### src/rtl/addsub_serial.sv
// addsub_serial: digit-serial signed adder/subtractor.
// Processes DIGIT bits per cycle, LSB slice first, and publishes r/co/of
// together with a one-cycle done pulse after WIDTH/DIGIT RUN cycles.
module addsub_serial #(
   parameter int WIDTH = 8,
   parameter int DIGIT = 2
) (
   input  logic             clk,
   input  logic             rst,
   input  logic             start,
   input  logic             op,
   input  logic             ci,
   input  logic [WIDTH-1:0] x,
   input  logic [WIDTH-1:0] y,
   output logic             busy,
   output logic             done,
   output logic [WIDTH-1:0] r,
   output logic             co,
   output logic             of
);

   localparam int N   = WIDTH / DIGIT;
   localparam int CW  = (N > 1) ? $clog2(N) : 1;
   localparam int MSB = WIDTH - 1;

   generate
      if (WIDTH < 2 || WIDTH > 64 || DIGIT < 1 || DIGIT > WIDTH || (WIDTH % DIGIT) != 0) begin : g_bad_params
         $error("addsub_serial: illegal WIDTH/DIGIT combination");
      end
   endgenerate

   typedef enum logic {IDLE, RUN} state_t;
   state_t state, state_n;

   logic [WIDTH-1:0] xq, yq, acc, acc_n;
   logic             carry;
   logic [CW-1:0]    cnt;
   logic [DIGIT-1:0] xs, ys;
   logic [DIGIT:0]   sum;
   logic             last;

   assign busy = (state == RUN);
   assign last = (cnt == CW'(N - 1));

   // Select the current operand slices, add them with the carry and
   // place the sum slice into the result accumulator.
   always_comb begin
      xs    = '0;
      ys    = '0;
      acc_n = acc;
      for (int i = 0; i < N; i++) begin
         if (cnt == CW'(i)) begin
            xs = xq[i*DIGIT +: DIGIT];
            ys = yq[i*DIGIT +: DIGIT];
         end
      end
      sum = {1'b0, xs} + {1'b0, ys} + {{DIGIT{1'b0}}, carry};
      for (int i = 0; i < N; i++) begin
         if (cnt == CW'(i)) acc_n[i*DIGIT +: DIGIT] = sum[DIGIT-1:0];
      end
   end

   // State register.
   always_ff @(posedge clk or posedge rst) begin
      if (rst) state <= IDLE;
      else     state <= state_n;
   end

   // Next-state: start launches a run, the final slice returns to IDLE.
   always_comb begin
      state_n = state;
      case (state)
         IDLE:    if (start) state_n = RUN;
         RUN:     if (last)  state_n = IDLE;
         default: state_n = IDLE;
      endcase
   end

   // Operand latching, per-slice accumulation and result publication.
   // Inverting y and the carry-in on subtract turns x-y-ci into x+~y+~ci.
   always_ff @(posedge clk or posedge rst) begin
      if (rst) begin
         xq    <= '0;
         yq    <= '0;
         acc   <= '0;
         carry <= 1'b0;
         cnt   <= '0;
         r     <= '0;
         co    <= 1'b0;
         of    <= 1'b0;
         done  <= 1'b0;
      end else begin
         done <= 1'b0;
         if (state == IDLE && start) begin
            xq    <= x;
            yq    <= y ^ {WIDTH{op}};
            carry <= op ^ ci;
            cnt   <= '0;
            acc   <= '0;
         end else if (state == RUN) begin
            acc   <= acc_n;
            carry <= sum[DIGIT];
            cnt   <= cnt + CW'(1);
            if (last) begin
               cnt  <= '0;
               r    <= acc_n;
               co   <= sum[DIGIT];
               // Overflow uses the effective (possibly inverted) y operand.
               of   <= (xq[MSB] ~^ yq[MSB]) & (acc_n[MSB] ^ xq[MSB]);
               done <= 1'b1;
            end
         end
      end
   end

endmodule

### config.mk
export PLATFORM = sky130hd
export DESIGN_NAME = addsub_serial
export DESIGN_NICKNAME = d
export VERILOG_FILES = /design/src/rtl/addsub_serial.sv
export SDC_FILE = /design/constraint.sdc
export NUM_CORES = 1
export LEC_CHECK = 0
export ABC_AREA = 1
export CORE_UTILIZATION = 56
export DETAILED_ROUTE_END_ITERATION = 10
export GPL_TIMING_DRIVEN = 0
export PLACE_DENSITY_LB_ADDON = 0.25
export SYNTH_ARGS = -nofsm -noshare
export SYNTH_HDL_FRONTEND = slang
export SYNTH_SLANG_ARGS = --single-unit
### constraint.sdc
create_clock -name clk -period 5.2 [get_ports clk]
set_input_delay 0.78 -clock clk [delete_from_list [all_inputs] [get_ports clk]]
set_output_delay 0.78 -clock clk [all_outputs]
set_load 0.02 [all_outputs]
; After elaboration in Yosys (flattened, before gate mapping)
; Cells that the tools add are included.
[word_totals]
ff_bits = 39
output_inout_bits = 12
in_bits = 21
wordCells = 52
[op_classes]
eq_ne = 3
addsub = 3
bitwise = 7
n_mux = 25
reduce_logical = 4
[ops]
columns = cell, count
row1 = $mux 2, 15
row2 = $mux 8, 2
row3 = $xor 8x8->8, 1
row4 = $mux 1, 7
row5 = $eq 2x2->1 const B, 2
row6 = $add 2x2->3, 1
row7 = $add 3x1->3, 1
row8 = $reduce_and 3->1, 1
row9 = $add 2x1->2 const B, 1
row10 = $eq 2x1->1 const B, 1
row11 = $logic_not 2->1, 1
row12 = $not 1->1, 2
row13 = $pmux 1 s2, 1
row14 = $reduce_bool 2->1, 1
row15 = $xor 1x1->1, 2
row16 = $and 1x1->1, 1
row17 = $logic_and 1x1->1, 1
row18 = $xnor 1x1->1, 1

; Longest topological paths before layout
[depth]
depth_word = 10
mapped_depth = 16
ltp_nobuf = 15

; Worst setup path after synthesis
; Ideal clock, no wire load.
[synth_path]
path_kind = reg-to-reg
startpoint = register cnt[0]
endpoint = register acc[1]
path_slack_ns = 2.812
stages_incl_launch_ff = 15
setup_ns = 0.126
period_less_slack_ns = 2.388
arrival_ns = 2.262
cell_sequence = dfrtp_1 > inv_1 > ha_1 > buf_4 > inv_1 > nor2_1 > nor2_1 > a21boi_0 > fa_1 > inv_1 > fa_1 > nand2_1 > o21ai_0 > nand2_1 > o21ai_0
[synth_via]
elab_chain_cells = 10
[synth_rtl]
columns = element, line_no
row1 = "start, declared", 37  ; logic [CW-1:0] cnt;
row2 = "start signal, assigned", 103  ; cnt <= cnt + CW'(1);
row3 = $logic_not 2->1, "52, 59"
row4 = $mux 2 (4 in series), 52  ; if (cnt == CW'(i)) begin
row5 = $add 2x2->3, 57  ; sum = {1'b0, xs} + {1'b0, ys} + {{DIGIT{1'b0}}, carry};
row6 = $add 3x1->3, 57
row7 = $mux 2 (*), 59  ; if (cnt == CW'(i)) acc_n[i*DIGIT +: DIGIT] = sum[DIGIT-1:0];
row8 = $mux 8 (*), 100  ; end else if (state == RUN) begin
row9 = $mux 8 (*), 94  ; if (state == IDLE && start) begin
row10 = "end signal, assigned", 101  ; acc <= acc_n;
row11 = "end, declared", 35  ; logic [WIDTH-1:0] xq, yq, acc, acc_n;
; Mark *: on every way between the ends. The rest lies on a longest branch, timed or not. The select of a mux whose other input is x is not followed.
; A chain may end at the register's enable or synchronous reset.

; Worst setup path in the final report
[layout_path]
startpoint = register cnt[0]
endpoint = register of
[layout_via]
elab_chain_cells = 10
[layout_rtl]
columns = element, line_no
row1 = $logic_not 2->1, 52
row2 = $mux 2 (4 in series), 52
row3 = $add 2x2->3, 57
row4 = $add 3x1->3, 57
row5 = $mux 2, 59
row6 = $xor 1x1->1, 109  ; of <= (xq[MSB] ~^ yq[MSB]) & (acc_n[MSB] ^ xq[MSB]);
row7 = $and 1x1->1, 109
row8 = "end signal, assigned", 109
row9 = "end, declared", 19  ; output logic of
; Parallel ways exist; a longest one is shown, timed or not.

==> flow_metrics.py <==
metrics = {
    "power_and_ir_drop": {
        "irDropWorstVdd_mv": 0.254,
        "clkPwrFrac": 0.107,
        "power_frac_comb": 0.558,
        "share_seq_of_total_power": 0.335,
        "intPower_uw": 848,
        "cellLeakagePower_uw": 0.00117,
        "switching_share": 0.437,
        "power-per-cell-area_nw_per_um2": 628,
        "p_switching_uw": 658,
    },
    "clock_network": {
        "cts_max_level": 2,
        "cts_hold_buffers": 0,
        "cts.path.max_buffers": 2,
        "cts_resized": 0,
        "cell_at_the_root_of_the_clock_tree": "clkbuf_4",
        "path_clk_slew_ns": 0.11,
        "cts_sinks": 38,
        "cts_buffers": 5,
        "cts_setup_buffers": 0,
        "tritoncts": "done",
        "clock_insertion_delay_worst_skew_ns": 0.36,
    },
    "placement": {
        "place_inst": 297,
        "port_buffers": 30,
        "weighted_congestion_reported_at_the_end_of_routability_driven_placement": 0.783,
        "hpwlAfterDp_um": 2730,
    },
    "worst_hold_path": {
        "min-delay-path-class": "reg -> reg",
        "hold_path_depth": 2,
    },
    "cells_and_area": {
        "areaGrowthSynthToFinish_pct": 22.8,
        "num-fill-cells": 288,
        "layout.nets": 285,
        "instances_no_fill": 305,
        "area_used_by_sequential_logic_in_the_layout_um2": 951,
        "layout-drive-gt1-share": 0.108,
        "multi_input_area_um2": 822,
        "antenna_cells": 0,
    },
    "logic_synthesis": {
        "post_synth_num_cell_types": 26,
        "ys_seq_area_frac": 0.487,
        "synth_top_flop_cell": "dfrtp_1",
        "yosysWarnings": 0,
        "syn_avg_cell_area_um2": 8.87,
        "synth-async-reset-ratio": 1.00,
        "synth.ff_latch_count": 38,
        "synth_edf_count": 0,
        "syn_std_cell_area_um2": 1950,
        "mappedNetlistNets": 247,
        "synth_cells": 220,
    },
    "status": {
        "status": "finished clean",
    },
    "floorplanning": {
        "chipWidth_um": 61.0,
        "die_h_um": 61.0,
        "core.rowCount": 21,
        "io-pin-count": 33,
        "core_region_area_um2": 3340,
        "floorplan.die_area_um2": 3720,
        "start_util": 0.585,
    },
    "setup_path": {
        "setup.worst_path.start_class": "flop",
        "arrival_ns": 3.01,
        "timing.critical_path.required_ns": 5.45,
        "timing_worst_setup_path_type": "reg -> reg",
        "worst_setup_path_end_kind": "flop",
        "cp_max_fo": 9,
        "setup.reg_to_reg.worst_slack_ns": 2.44,
        "reg2reg_depth": 15,
    },
    "drt": {
        "first_drt_iteration_drcs": 40,
        "vias": 1528,
        "via_per_inst": 5.01,
        "drt.antenna.violating_nets": 0,
        "drt_pre_antenna_iters": 4,
        "drt-total-wl_um": 3560,
        "wl_per_cell_um": 11.7,
        "drcViolationCount": 0,
    },
    "global_routing": {
        "grt_first_pass_wirelength_um": 6110,
        "global_routing_usage_summed_across_all_routing_layers": 0.232,
        "grt_start_max_net_pins": 23,
        "global_route.usage.met3": 0.0504,
        "grt_overflow_total": 0,
        "grt_util_met2": 0.388,
        "first_global_vias": 1383,
        "antenna_found_initial": 0,
        "grt_most_used_layer": "met2",
        "grt.met1_usage": 0.284,
    },
    "sta": {
        "grt_setup_unrepaired": "false",
        "finalCritPeriodShare": 0.530,
        "tightest_slew_ns": 0.704,
        "timing_hold_violations_final": 0,
        "total_of_endpoints_with_negative_setup_slack_in_the_final_report": 0,
        "slew_headroom": 0.530,
        "final.min_clock_period_ns": 2.76,
        "f_max_ghz": 0.363,
        "final_worst_clock_skew_ns": 0.00904,
        "finalSetupTns_ns": 0,
        "timing_max_transition_violations_final": 0,
    },
    "flow_run": {
        "drv_cap": 0,
    },
}
-- worst max-delay path, cell delays in order (launching register included) --
cell	delay [ns]
dfrtp_1	0.41
inv_1	0.12
ha_1	0.17
buf_4	0.16
inv_1	0.09
nor2_1	0.09
nor2_1	0.05
a21boi_0	0.28
fa_1	0.23
inv_1	0.05
fa_1	0.61
nand2_1	0.11
nand2_1	0.11
nand2_1	0.06
nand3_1	0.07
nand2_1	0.06
-- cell usage in the layout (no fill, tap or decap), types with 4 or more instances in the layout --
cell type        count
a21oi_1              5
buf_6                5
clkbuf_4             5
clkdlybuf4s50_1     30
dfrtp_1             38
ha_1                 4
inv_1               13
nand2_1             81
nand3_1             15
nor2_1               6
o21ai_0             21
xnor2_1              9
-- synth_stat cells (2+ instances only) --
cell	count	area share
o21ai_1	2	0.0051
nand2_1	81	0.16
dfrtp_1	38	0.49
nor2_1	6	0.012
o21ai_2	3	0.013
inv_2	2	0.0039
ha_1	4	0.026
fa_1	2	0.021
a21oi_1	5	0.013
buf_4	3	0.012
o21ai_0	21	0.054
xnor2_1	9	0.040
nand3_1	15	0.038
inv_1	13	0.025
buf_6	5	0.029
-- path summary, 6_finish.rpt --
kind / from / to
hold / removal: xq[4]$_DFFE_PP0P_ / xq[4]$_DFFE_PP0P_
setup / recovery: cnt[0]$_DFFE_PP0P_ / of$_DFFE_PP0P_
setup reg to reg: cnt[0]$_DFFE_PP0P_ / of$_DFFE_PP0P_
hold reg to reg: xq[4]$_DFFE_PP0P_ / xq[4]$_DFFE_PP0P_
min in group asynchronous: rst / yq[7]$_DFFE_PP0P_
max in group asynchronous: rst / xq[3]$_DFFE_PP0P_
-- sequential cells by signal (all words and copies together) (netlist names) --
name	flops
r	8
yq	8
co	1
acc	7
done	1
of	1
cnt	2
xq	8
busy	1
carry	1
-- logic make-up (layout without fill, tap and decap cells) --
logic type	count (synthesis)	in the layout	synth area share
and+or+nand+nor	108	108	0.242
DFF	38	38	0.487
AOI/OAI and AO/OA	33	33	0.0930
buffers and inverters	26	65	0.0911
xor gates and xnor gates	9	9	0.0404
adders and majority gates	6	6	0.0462
-- metal layers --
layer / wire [µm] / vias up / part of all wire
met2: 1770 / 40 / 0.50
met3: 120 / 8 / 0.034
met4: 85 / 0 / 0.024
met5: 0 / - / 0
li1: - / 763 / -
met1: 1590 / 717 / 0.45
-- power groups by stage --
stage	Combinational (µW)	Sequential, µW	Clock, µW
5_1_grt	959	519	177
3_3_place_gp	815	503	0
6_report	840	504	161
3_5_place_dp	842	509	0
2_1_floorplan	555	545	0
4_1_cts	847	503	163
-- stage by stage --
| stage | hold WS, ns | worst slack, ns | instance area, µm² | util | total power, µW |
|---|---|---|---|---|---|
| floorplan | 0.442 | 2.81 | 1950 | - | 1100 |
| global placement | 0.458 | 2.52 | 2310 | 0.692 | 1320 |
| detailed placement | 0.460 | 2.47 | 2340 | 0.700 | 1350 |
| CTS | 0.487 | 2.43 | 2400 | 0.718 | 1510 |
| global route | 0.503 | 2.17 | 2400 | 0.718 | 1660 |
| finish | 0.487 | 2.44 | 2400 | 0.718 | 1510 |
-- cell type report --
type,instances,share of cell area
sequential,38,0.397
timing repair buffer,31,0.137
clock buffer,7,0.0230
tap,46,0.0240
inverter,16,0.0272
buffer,10,0.0470
clock inverter,1,0.00209
multi-input combinational,156,0.343
Note: power is estimated with default switching activity, not from simulation.
